--- config.mk ---
export PLATFORM = sky130hd
export DESIGN_NAME = tetris_cmd_encoder
export DESIGN_NICKNAME = d
export VERILOG_FILES = /design/src/rtl/tetris_pkg.sv /design/src/rtl/tetris_btn_debounce.sv /design/src/rtl/tetris_cmd_encoder.sv
export SDC_FILE = /design/constraint.sdc
export NUM_CORES = 1
export LEC_CHECK = 0
export BUFFER_PORTS_ARGS = -buffer_cell sky130_fd_sc_hd__buf_2
export CORE_MARGIN = 5
export CORE_UTILIZATION = 61
export CTS_BUF_LIST = sky130_fd_sc_hd__clkbuf_4 sky130_fd_sc_hd__clkbuf_8
export CTS_CLUSTER_DIAMETER = 60
export DETAILED_ROUTE_END_ITERATION = 16
export GPL_TIMING_DRIVEN = 0
export PLACE_DENSITY = 0.79
export SLEW_MARGIN = 20
export SYNTH_ARGS = -nofsm -noshare
export SYNTH_HDL_FRONTEND = slang
export SYNTH_SLANG_ARGS = --single-unit
--- constraint.sdc ---
create_clock -name clk -period 3.8 [get_ports clk]
set_input_delay 0.57 -clock clk [delete_from_list [all_inputs] [get_ports clk]]
set_output_delay 0.57 -clock clk [all_outputs]
set_load 0.1 [all_outputs]
--- src/rtl/tetris_pkg.sv ---
// Shared types for the button-to-command encoder: the command_t token
// encoding, the button count and the fixed-priority pick helper.
package tetris_pkg;

  typedef enum logic [1:0] {
    CMD_ROTATE    = 2'd0,
    CMD_SOFT_DROP = 2'd1,
    CMD_LEFT      = 2'd2,
    CMD_RIGHT     = 2'd3
  } command_t;

  localparam int NUM_CMDS = 4;

  // Lowest set bit wins: ROTATE > SOFT_DROP > LEFT > RIGHT.
  // Returns CMD_ROTATE when nothing is pending; callers gate on |pending.
  function automatic command_t cmd_priority_pick(logic [3:0] pending);
    command_t pick;
    pick = CMD_ROTATE;
    for (int i = NUM_CMDS - 1; i >= 0; i--) begin
      if (pending[i]) pick = command_t'(2'(i));
    end
    return pick;
  endfunction

endpackage

--- src/rtl/tetris_btn_debounce.sv ---
// One button: 2-flop synchroniser, debounce counter, stable level and a
// one-cycle registered pulse on an accepted 0->1 change of the stable level.
module tetris_btn_debounce #(
  parameter int DEBOUNCE_CYCLES = 50000
) (
  input  logic clk,
  input  logic rst_n,
  input  logic btn_i,
  output logic stable_o,
  output logic press_o
);

  // Counter only ever holds 0..DEBOUNCE_CYCLES-1; reaching the last value
  // with disagreement still present means the level is accepted.
  localparam int CNT_W = (DEBOUNCE_CYCLES > 1) ? $clog2(DEBOUNCE_CYCLES) : 1;
  localparam logic [CNT_W-1:0] CNT_LAST = CNT_W'(DEBOUNCE_CYCLES - 1);

  logic [1:0]       sync_q;
  logic [CNT_W-1:0] cnt_q;
  logic             stable_q;
  logic             press_q;

  // Synchronise, count disagreeing samples, accept level after a full run.
  always_ff @(posedge clk or negedge rst_n) begin
    if (!rst_n) begin
      sync_q   <= '0;
      cnt_q    <= '0;
      stable_q <= 1'b0;
      press_q  <= 1'b0;
    end else begin
      sync_q  <= {sync_q[0], btn_i};
      press_q <= 1'b0;
      if (sync_q[1] == stable_q) begin
        cnt_q <= '0;
      end else if (cnt_q == CNT_LAST) begin
        cnt_q    <= '0;
        stable_q <= sync_q[1];
        press_q  <= sync_q[1];
      end else begin
        cnt_q <= cnt_q + 1'b1;
      end
    end
  end

  assign stable_o = stable_q;
  assign press_o  = press_q;

endmodule

--- src/rtl/tetris_cmd_encoder.sv ---
// Button-to-command_t producer: per-button debounce, optional auto-repeat
// (TETRIS_AUTO_REPEAT_EN), pending-flag merge, fixed-priority arbiter and a
// registered valid/ready output stage.
module tetris_cmd_encoder
  import tetris_pkg::*;
#(
  parameter int DEBOUNCE_CYCLES = 50000,
  parameter int REPEAT_DELAY    = 12000000,
  parameter int REPEAT_PERIOD   = 3000000
) (
  input  logic       clk,
  input  logic       reset_n,
  input  logic [3:0] btn_i,
  output logic       cmd_valid,
  input  logic       cmd_ready,
  output logic [1:0] cmd,
  output logic [3:0] btn_state,
  output logic [7:0] drop_count
);

  logic [NUM_CMDS-1:0] stable;
  logic [NUM_CMDS-1:0] press;
  logic [NUM_CMDS-1:0] ev;
  logic [NUM_CMDS-1:0] pend_q, pend_d;
  logic [NUM_CMDS-1:0] clr;
  logic [NUM_CMDS-1:0] merge;
  logic                valid_q;
  command_t            cmd_q;
  command_t            pick;
  logic [7:0]          drop_q;
  logic                load;
  logic                take;
  logic [2:0]          n_merge;
  logic [8:0]          drop_sum;

  tetris_btn_debounce #(
    .DEBOUNCE_CYCLES(DEBOUNCE_CYCLES)
  ) u_db [NUM_CMDS-1:0] (
    .clk     (clk),
    .rst_n   (reset_n),
    .btn_i   (btn_i),
    .stable_o(stable),
    .press_o (press)
  );

`ifdef TETRIS_AUTO_REPEAT_EN
  localparam int RPT_MAX = (REPEAT_DELAY > REPEAT_PERIOD) ? REPEAT_DELAY : REPEAT_PERIOD;
  localparam int RPT_W   = $clog2(RPT_MAX + 1);

  logic [NUM_CMDS-1:0] rep;

  // ROTATE is a one-shot action and never repeats.
  assign rep[0] = 1'b0;

  for (genvar g = 1; g < NUM_CMDS; g++) begin : g_rpt
    logic             act_q;
    logic             first_q;
    logic [RPT_W-1:0] cnt_q;

    // cnt_q equals cycles since the press (or since the last repeat).
    assign rep[g] = act_q & stable[g] &
                    (cnt_q == (first_q ? RPT_W'(REPEAT_DELAY) : RPT_W'(REPEAT_PERIOD)));

    // Arm on press, free-run while held, cancel when the stable level drops.
    always_ff @(posedge clk or negedge reset_n) begin
      if (!reset_n) begin
        act_q   <= 1'b0;
        first_q <= 1'b0;
        cnt_q   <= '0;
      end else if (press[g]) begin
        act_q   <= 1'b1;
        first_q <= 1'b1;
        cnt_q   <= RPT_W'(1);
      end else if (!stable[g]) begin
        act_q <= 1'b0;
      end else if (act_q) begin
        if (rep[g]) begin
          first_q <= 1'b0;
          cnt_q   <= RPT_W'(1);
        end else begin
          cnt_q <= cnt_q + 1'b1;
        end
      end
    end
  end

  assign ev = press | rep;
`else
  assign ev = press;
`endif

  // Arbitration and pending-flag bookkeeping; an event hitting its own bit
  // while that bit is being loaded re-sets it and is not a drop.
  always_comb begin
    load  = ~valid_q | cmd_ready;
    take  = load & (|pend_q);
    pick  = cmd_priority_pick(pend_q);
    clr   = '0;
    if (take) clr[pick] = 1'b1;
    merge  = ev & pend_q & ~clr;
    pend_d = (pend_q & ~clr) | ev;
    n_merge = '0;
    for (int i = 0; i < NUM_CMDS; i++) n_merge = n_merge + {2'b00, merge[i]};
    drop_sum = {1'b0, drop_q} + {6'b0, n_merge};
  end

  // Pending flags, saturating drop counter and the output register.
  always_ff @(posedge clk or negedge reset_n) begin
    if (!reset_n) begin
      pend_q  <= '0;
      drop_q  <= '0;
      valid_q <= 1'b0;
      cmd_q   <= CMD_ROTATE;
    end else begin
      pend_q <= pend_d;
      drop_q <= drop_sum[8] ? 8'hFF : drop_sum[7:0];
      if (load) begin
        valid_q <= take;
        if (take) cmd_q <= pick;
      end
    end
  end

  assign cmd_valid  = valid_q;
  assign cmd        = cmd_q;
  assign btn_state  = stable;
  assign drop_count = drop_q;

endmodule
==> results by group, run 1 <==
Outcome
  – Status: completed

Routing
  – Initial DRT Pass Iterations: 6
  – Wire per inst: roughly 14 um
  – Via-per-instance ratio: around 5.6
  – Vias: 3,138
  – Number of DRC markers in iteration 0: 125
  – Post-route DRC violation count: 0
  – Routed wire length: 7870 um
  – Antenna Nets Post-Route: 0

Layout
  – Layout Nets: 471
  – Core Util, Final: 68.8%
  – Share of cells above drive strength 1: 12.2%
  – Final instance area: 4940 um^2
  – Fill count: 534
  – Synthesis-to-finish area growth: 10.8%
  – Area of the multi-input gates: 1960 um^2
  – ANT cells: 0
  – Sequential Area: ~2400 um^2

Timing
  – Setup violators final: 0
  – Clock skew: 0.0145 ns
  – Worst hold slack: 0.0753 ns
  – TNS Setup: 0 ns
  – Tightest Pin Transition: 0.603 ns
  – Min Clock Period, post-route: 3.25 ns
  – Worst slew margin: approximately three fifths
  – Fmax achieved: 0.308 GHz
  – Final hold violations: 0
  – RSZ-0062 raised after global routing: no
  – Fin crit share: 85.5%
  – Final Max Slew Viols: 0

Yosys
  – Post-Synth Simple-Gate Area: 23.7%
  – Synthesized area: 4450 um^2
  – Post-synthesis cell type count: 50
  – Synth top cells by count: dfrtp_1, nor2_1, xnor2_1, nand2_1, nand3_1
  – Post-Synth Adder-Cell Area: 2.75%
  – Syn_nets: about 440
  – Combinational family with the most area after synthesis: simple AND/OR/NAND/NOR gates
  – Synth top area cells: dfrtp_1, xnor2_1, nor2_1, xor2_1, nand3_1
  – Synth Register Bits: 95
  – Synth top area share: between 50% and 60%
  – Count leader, synth: dfrtp_1
  – Async SR Flop Fraction: 100%
  – Ys flop type: dfrtp_1
  – Synth area leader: dfrtp_1
  – Mapped Avg Cell Area: 10.5 um^2
  – Seq/Total Area, Yosys: approximately 53%
  – Synth Area in XOR/XNOR: 11.4%
  – Number of synthesized flops with an enable pin: 0
  – Compound-cell area share of the yosys netlist: 4.95%
  – Post-Synthesis Cells: 423
  – Mux cell area share after synthesis: 1.10%
  – Synth warn: 0

Worst setup path
  – Reg2reg path depth: 12
  – CP Depth: 12
  – Worst Setup EP: drop_count[4]$_DFF_PN0_
  – Crit-path max FO: 9
  – Worst Path Buf+Inv: 2
  – CP delay by family, top: adder cells
  – Worst setup EP type: flip-flop
  – CP max stage delay: about 0.47 ns
  – WP data arrival: ~3.5 ns
  – Critical Path Source: cmd_valid$_DFFE_PN0P_
  – R2R Setup Slk: 0.55 ns
  – Startpoint types: flip-flop
  – Cell mode on critical path: fa_1
  – Crit path max-delay cell type: fa_1
  – Reg-to-Reg End: drop_count[4]$_DFF_PN0_
  – WS Path Type: flip-flop to flip-flop
  – WP data required: 4.06 ns
  – CP cell instances: nor2b_1 -> clkbuf_1 -> nand2b_1 -> nand3_1 -> fa_1 -> fa_1 -> inv_1 -> fa_1 -> nand2_1 -> nor2_1 -> nand4_1 -> o21ai_0
  – Critical R2R Launch: cmd_valid$_DFFE_PN0P_

Clock tree
  – Post-CTS sizing: 0
  – TritonCTS clock tree: done
  – Clock buffer count from CTS: 9
  – H-tree depth: 3
  – Post-CTS setup buffer count: 0
  – Clk buf depth: 2
  – CTS sink count: 95
  – Root Driver: clkbuf_8
  – Post-CTS Hold Fix Bufs: 0
  – Clk slew on worst S/H paths: 0.09 ns
  – Clock Latency Late Sink: ~0.35 ns

Power
  – PD cells: 370 nW/um^2
  – VDD IR max: 0.250 mV
  – Leak: 2.16 nW

Placement
  – Placed Area: 4720 um^2
  – I/O Buffers: 21
  – Final HPWL DP: 5490 um
  – Final Wtd Congestion: 0.819

Floorplanning
  – Die H: ~95 um
  – # IOs: 22
  – Core ar.: between 7000 and 8000 um^2
  – # rows: 31
  – Chip width: 95.4 um
  – Die area: 9110 um^2
  – Initial Utilization: 62.1%

Global routing
  – Initial antenna violation count: 0
  – Global-route wire length before repair: 14,000 um
  – Largest net degree at the start of global routing: 67
  – Vias in the first global route: 3,053
  – Gr usage total: roughly 19%
  – Gr ovfl total: 0

Run
  – Maxcap violations: 0

Worst hold path
  – Hold Crit Class: input port to asynchronous set/reset pin
[cells in the final DEF (no fill, tap or decap), types with 3 or more instances in the layout]
master and count:
a21oi_1 7, and3_1 7, and4_1 4, buf_2 22, buf_4 4, clkbuf_1 6
clkbuf_8 10, clkinvlp_4 3, dfrtp_1 95, fa_1 3, ha_1 5, inv_1 15
nand2_1 23, nand2b_1 4, nand3_1 23, nand4_1 18, nor2_1 72, nor2b_1 3
nor3_1 10, nor3b_1 5, nor4_1 12, nor4bb_1 4, o211ai_1 3, o21ai_0 4
xnor2_1 39, xor2_1 19
[area by class of cell]
| cell class | instances | share of cell area (%) |
|---|---|---|
| flip-flops and latches | 95 | 48.2 |
| multi-input cells | 301 | 39.6 |
| inverters | 15 | 1.14 |
| clock buffers | 10 | 2.79 |
| plain buffers | 12 | 1.27 |
| repair buffers | 22 | 2.81 |
| well taps | 99 | 2.51 |
| clock inverters | 5 | 1.67 |
[worst min path at each step]
stage,slack (ns),endpoint,from,cells past startpoint
CTS,0.08,u_db[3].cnt_q[13]$_DFF_PN0_,reset_n,1
global route,0.08,u_db[3].cnt_q[15]$_DFF_PN0_,reset_n,1
global placement,0.33,u_db[1].sync_q[1]$_DFF_PN0_,u_db[1].sync_q[0]$_DFF_PN0_,0
detailed placement,0.34,u_db[2].sync_q[1]$_DFF_PN0_,u_db[2].sync_q[0]$_DFF_PN0_,0
floorplan,0.27,cmd[0]$_DFFE_PN0P_,reset_n,0
finish,0.08,u_db[3].cnt_q[13]$_DFF_PN0_,reset_n,1
[stage by stage]
step	total power [W]	std cells	setup slack, ns
6_report	0.00183	559	0.550
5_1_grt	0.00191	559	0.241
4_1_cts	0.00185	559	0.526
3_5_place_dp	0.00113	544	0.249
3_3_place_gp	0.00113	543	0.299
2_1_floorplan	0.00109	423	0.241
[power by group]
group          total (W)  leakage, nW  internal (W)  switching (W)
clock           0.000716        0.101      0.000385       0.000331
sequential       0.00104         1.29       0.00103      0.0000145
combinational  0.0000707        0.767     0.0000215      0.0000491
total            0.00183         2.16       0.00143       0.000394
[registers in the layout, indices dropped and copies added, names as in the netlist]
signal         cells
u_db.stable_o      4
pend_q             4
drop_count         8
cmd                2
cmd_valid          1
u_db.cnt_q        64
u_db.sync_q        8
u_db.press_o       4
[kinds of logic (layout without fill, tap and decap cells)]
group,Yosys count,after routing
AND/OR/NAND/NOR,202,202
flip-flops,95,95
XOR/XNOR,58,58
AO/OA/AOI/OAI,29,29
buffers and inverters,27,64
adder cells (fa/ha/maj),8,8
multiplexers,4,4
[layer usage]
metal  vias to the layer above  track usage (%)  wire length, um
li1                       1524                -                -
met1                      1561             27.0             3740
met2                        47             30.8             3760
met3                         6             4.34              303
met4                         0             5.81               73
met5                         -                0                0
[worst reg2reg max path, delay by kind of cell (launching register included)]
kind                     cells  cell delay [ns]
buffers and inverters        2             0.41
adder cells (fa/ha/maj)      3             1.17
flip-flops                   1             0.35
AO/OA/AOI/OAI                1             0.15
AND/OR/NAND/NOR              6             1.09
(Power assumes the default switching activity.)
==> inputs of run 2 (changes only) <==
- BUFFER_PORTS_ARGS: -buffer_cell sky130_fd_sc_hd__buf_2 -> -buffer_cell sky130_fd_sc_hd__clkbuf_2
==> results by group, run 2 (synthesis results as in run 1) <==
Placement
  – Placed Area: 4690 um^2 (-0.53%)
  – I/O Buffers: 21 (unchanged)
  – Final HPWL DP: 5400 um (-1.5%)
  – Setup slack at placement: 0.291 ns (+0.0422 ns)
  – Final Wtd Congestion: 0.830 (+1.3%)

Layout
  – Max FFs per register: 64 (unchanged)
  – Layout Nets: 470 (-0.21%)
  – Commonest non-fill, non-tap cell in the layout: dfrtp_1
  – Synthesis-to-finish area growth: 9.86%
  – Most frequent cells in the layout: dfrtp_1, nor2_1, xnor2_1, nand2_1, nand3_1
  – Share of cells above drive strength 1: 12.2% (unchanged)
  – ANT cells: 0 (unchanged)
  – Final instance area: 4890 um^2 (-0.89%)
  – Fill count: 552 (+3.4%)
  – Largest Register: u_db.cnt_q

Worst setup path
  – WS Path Type: flip-flop to flip-flop
  – Crit path max-delay cell type: fa_1
  – Startpoint types: flip-flop
  – Cell mode on critical path: fa_1
  – WP data arrival: 3.53 ns (+0.02 ns)
  – Worst setup EP type: flip-flop
  – CP cell instances: nor2b_1 -> clkbuf_1 -> nand2b_1 -> nand3_1 -> fa_1 -> fa_1 -> inv_1 -> fa_1 -> nand2_1 -> nor2_1 -> nand4_1 -> o21ai_0
  – Crit-path max FO: 9 (unchanged)
  – Reg2reg path depth: 12 (unchanged)
  – WP data required: 4.07 ns (about the same)
  – CP max stage delay: 0.48 ns (about the same)

Floorplanning
  – Initial Utilization: 62.1% (unchanged)
  – Core ar.: 7180 um^2 (unchanged)
  – Die area: 9110 um^2 (unchanged)
  – Chip width: 95.4 um (unchanged)
  – # rows: 31 (unchanged)
  – # IOs: 22 (unchanged)
  – Die H: 95.4 um (unchanged)

Worst hold path
  – Hold Crit Class: input port to asynchronous set/reset pin

Timing
  – Final hold violations: 0 (unchanged)
  – TNS Setup: 0 ns (unchanged)
  – Worst slew margin: 52.7% (-6.7 points)
  – RSZ-0062 raised after global routing: no
  – Final Max Slew Viols: 0 (unchanged)
  – Min Clock Period, post-route: 3.26 ns (+0.00679 ns)
  – Tightest Pin Transition: 0.710 ns (+0.106 ns)
  – Worst hold slack: 0.260 ns (+0.184 ns)
  – Fin crit share: 85.7% (+0.18 points)
  – Fmax achieved: 0.307 GHz (-0.21%)
  – Clock skew: 0.0130 ns (-0.00155 ns)
  – Setup WS post-layout: 0.543 ns (-0.00679 ns)
  – Setup violators final: 0 (unchanged)

Global routing
  – Gr usage total: 19.4% (-0.068 points)
  – Initial antenna violation count: 0 (unchanged)
  – Gr ovfl total: 0 (unchanged)
  – Vias in the first global route: 3,076 (+0.75%)
  – Largest net degree at the start of global routing: 96 (+43%)
  – Global-route wire length before repair: 13,900 um (-0.20%)

Clock tree
  – TritonCTS clock tree: done
  – Clock buffer count from CTS: 9 (unchanged)
  – Post-CTS sizing: 0 (unchanged)
  – Clk buf depth: 2 (unchanged)
  – H-tree depth: 3 (unchanged)
  – Root Driver: clkbuf_8
  – Clock Latency Late Sink: 0.36 ns (about the same)
  – Clk slew on worst S/H paths: 0.10 ns (about the same)
  – Post-CTS Hold Fix Bufs: 0 (unchanged)
  – Post-CTS setup buffer count: 0 (unchanged)
  – CTS sink count: 95 (unchanged)

Routing
  – Routed wire length: 7790 um (-1.0%)
  – Via-per-instance ratio: 5.61 (-0.13%)
  – Wire per inst: 13.9 um (-1.0%)
  – Initial DRT Pass Iterations: 5 (-1)
  – Post-route DRC violation count: 0 (unchanged)
  – Number of DRC markers in iteration 0: 149 (+19%)
  – Antenna Nets Post-Route: 0 (unchanged)
  – Vias: 3,134 (-0.13%)

Run
  – Maxcap violations: 0 (unchanged)

Power
  – Leak: 2.13 nW (-1.4%)
  – Design Power: 0.00178 W (-2.7%)
  – VDD IR max: 0.244 mV (-2.5%)
  – PD cells: 363 nW/um^2 (-1.9%)

Outcome
  – Status: completed
==> run 2: cell types whose count changed in the layout (fill, tap and decap cells not counted), sizes merged <==
cell / delta
buf: -22
bufinv: -1
clkbuf: +21
inv: +1
clkinv: +1
==> run 2: layer usage <==
metal,wire length (um),part of all wire [%],GRT usage (%)
met1,3570,46,26.6
met2,3680,47,30.5
met3,410,5.3,3.31
met4,138,1.8,8.53
met5,0,0,0
==> run 2: area by class of cell <==
class | count | area, um^2 | area share, %
Clock buffer | 10 | 131 | 2.69
Buffer | 12 | 62.6 | 1.28
Multi-Input combinational cell | 301 | 1960 | 40.0
Tap cell | 99 | 124 | 2.53
Timing Repair Buffer | 21 | 114 | 2.33
Inverter | 15 | 56.3 | 1.15
Sequential cell | 95 | 2380 | 48.6
Clock inverter | 6 | 70.1 | 1.43
==> run 2: power by group <==
part / internal (W) / switching (W)
Clock: 0.000315 / 0.000355
Sequential: 0.00103 / 0.0000145
Combinational: 0.0000187 / 0.0000479
Total: 0.00136 / 0.000417
==> run 2: final timing paths <==
check / startpoint / slack (ns) / to
worst max register to register: cmd_valid$_DFFE_PN0P_ / 0.54 / drop_count[4]$_DFF_PN0_
worst min register to register: u_db[1].sync_q[0]$_DFF_PN0_ / 0.35 / u_db[1].sync_q[1]$_DFF_PN0_
worst min-delay path: reset_n / 0.26 / u_db[3].cnt_q[12]$_DFF_PN0_
min in group clk: btn_i[3] / 0.32 / u_db[3].sync_q[0]$_DFF_PN0_
worst max-delay path: cmd_valid$_DFFE_PN0P_ / 0.54 / drop_count[4]$_DFF_PN0_
max in group asynchronous: reset_n / 3.04 / cmd[1]$_DFFE_PN0P_
==> run 2: critical path, delay by kind of cell, from the launching register on <==
kind                     cells  cell delay [ns]
adder cells (fa/ha/maj)      3             1.17
flip-flops                   1             0.36
buffers and inverters        2             0.38
AND/OR/NAND/NOR              6             1.10
AO/OA/AOI/OAI                1             0.15
==> run 2: stage by stage <==
stage / cells / utilization, %
after CTS: 559 / 68.2
after global routing: 559 / 68.2
after floorplan: 423 / -
after detailed placement: 543 / 65.4
final: 559 / 68.2
after global placement: 543 / 65.2
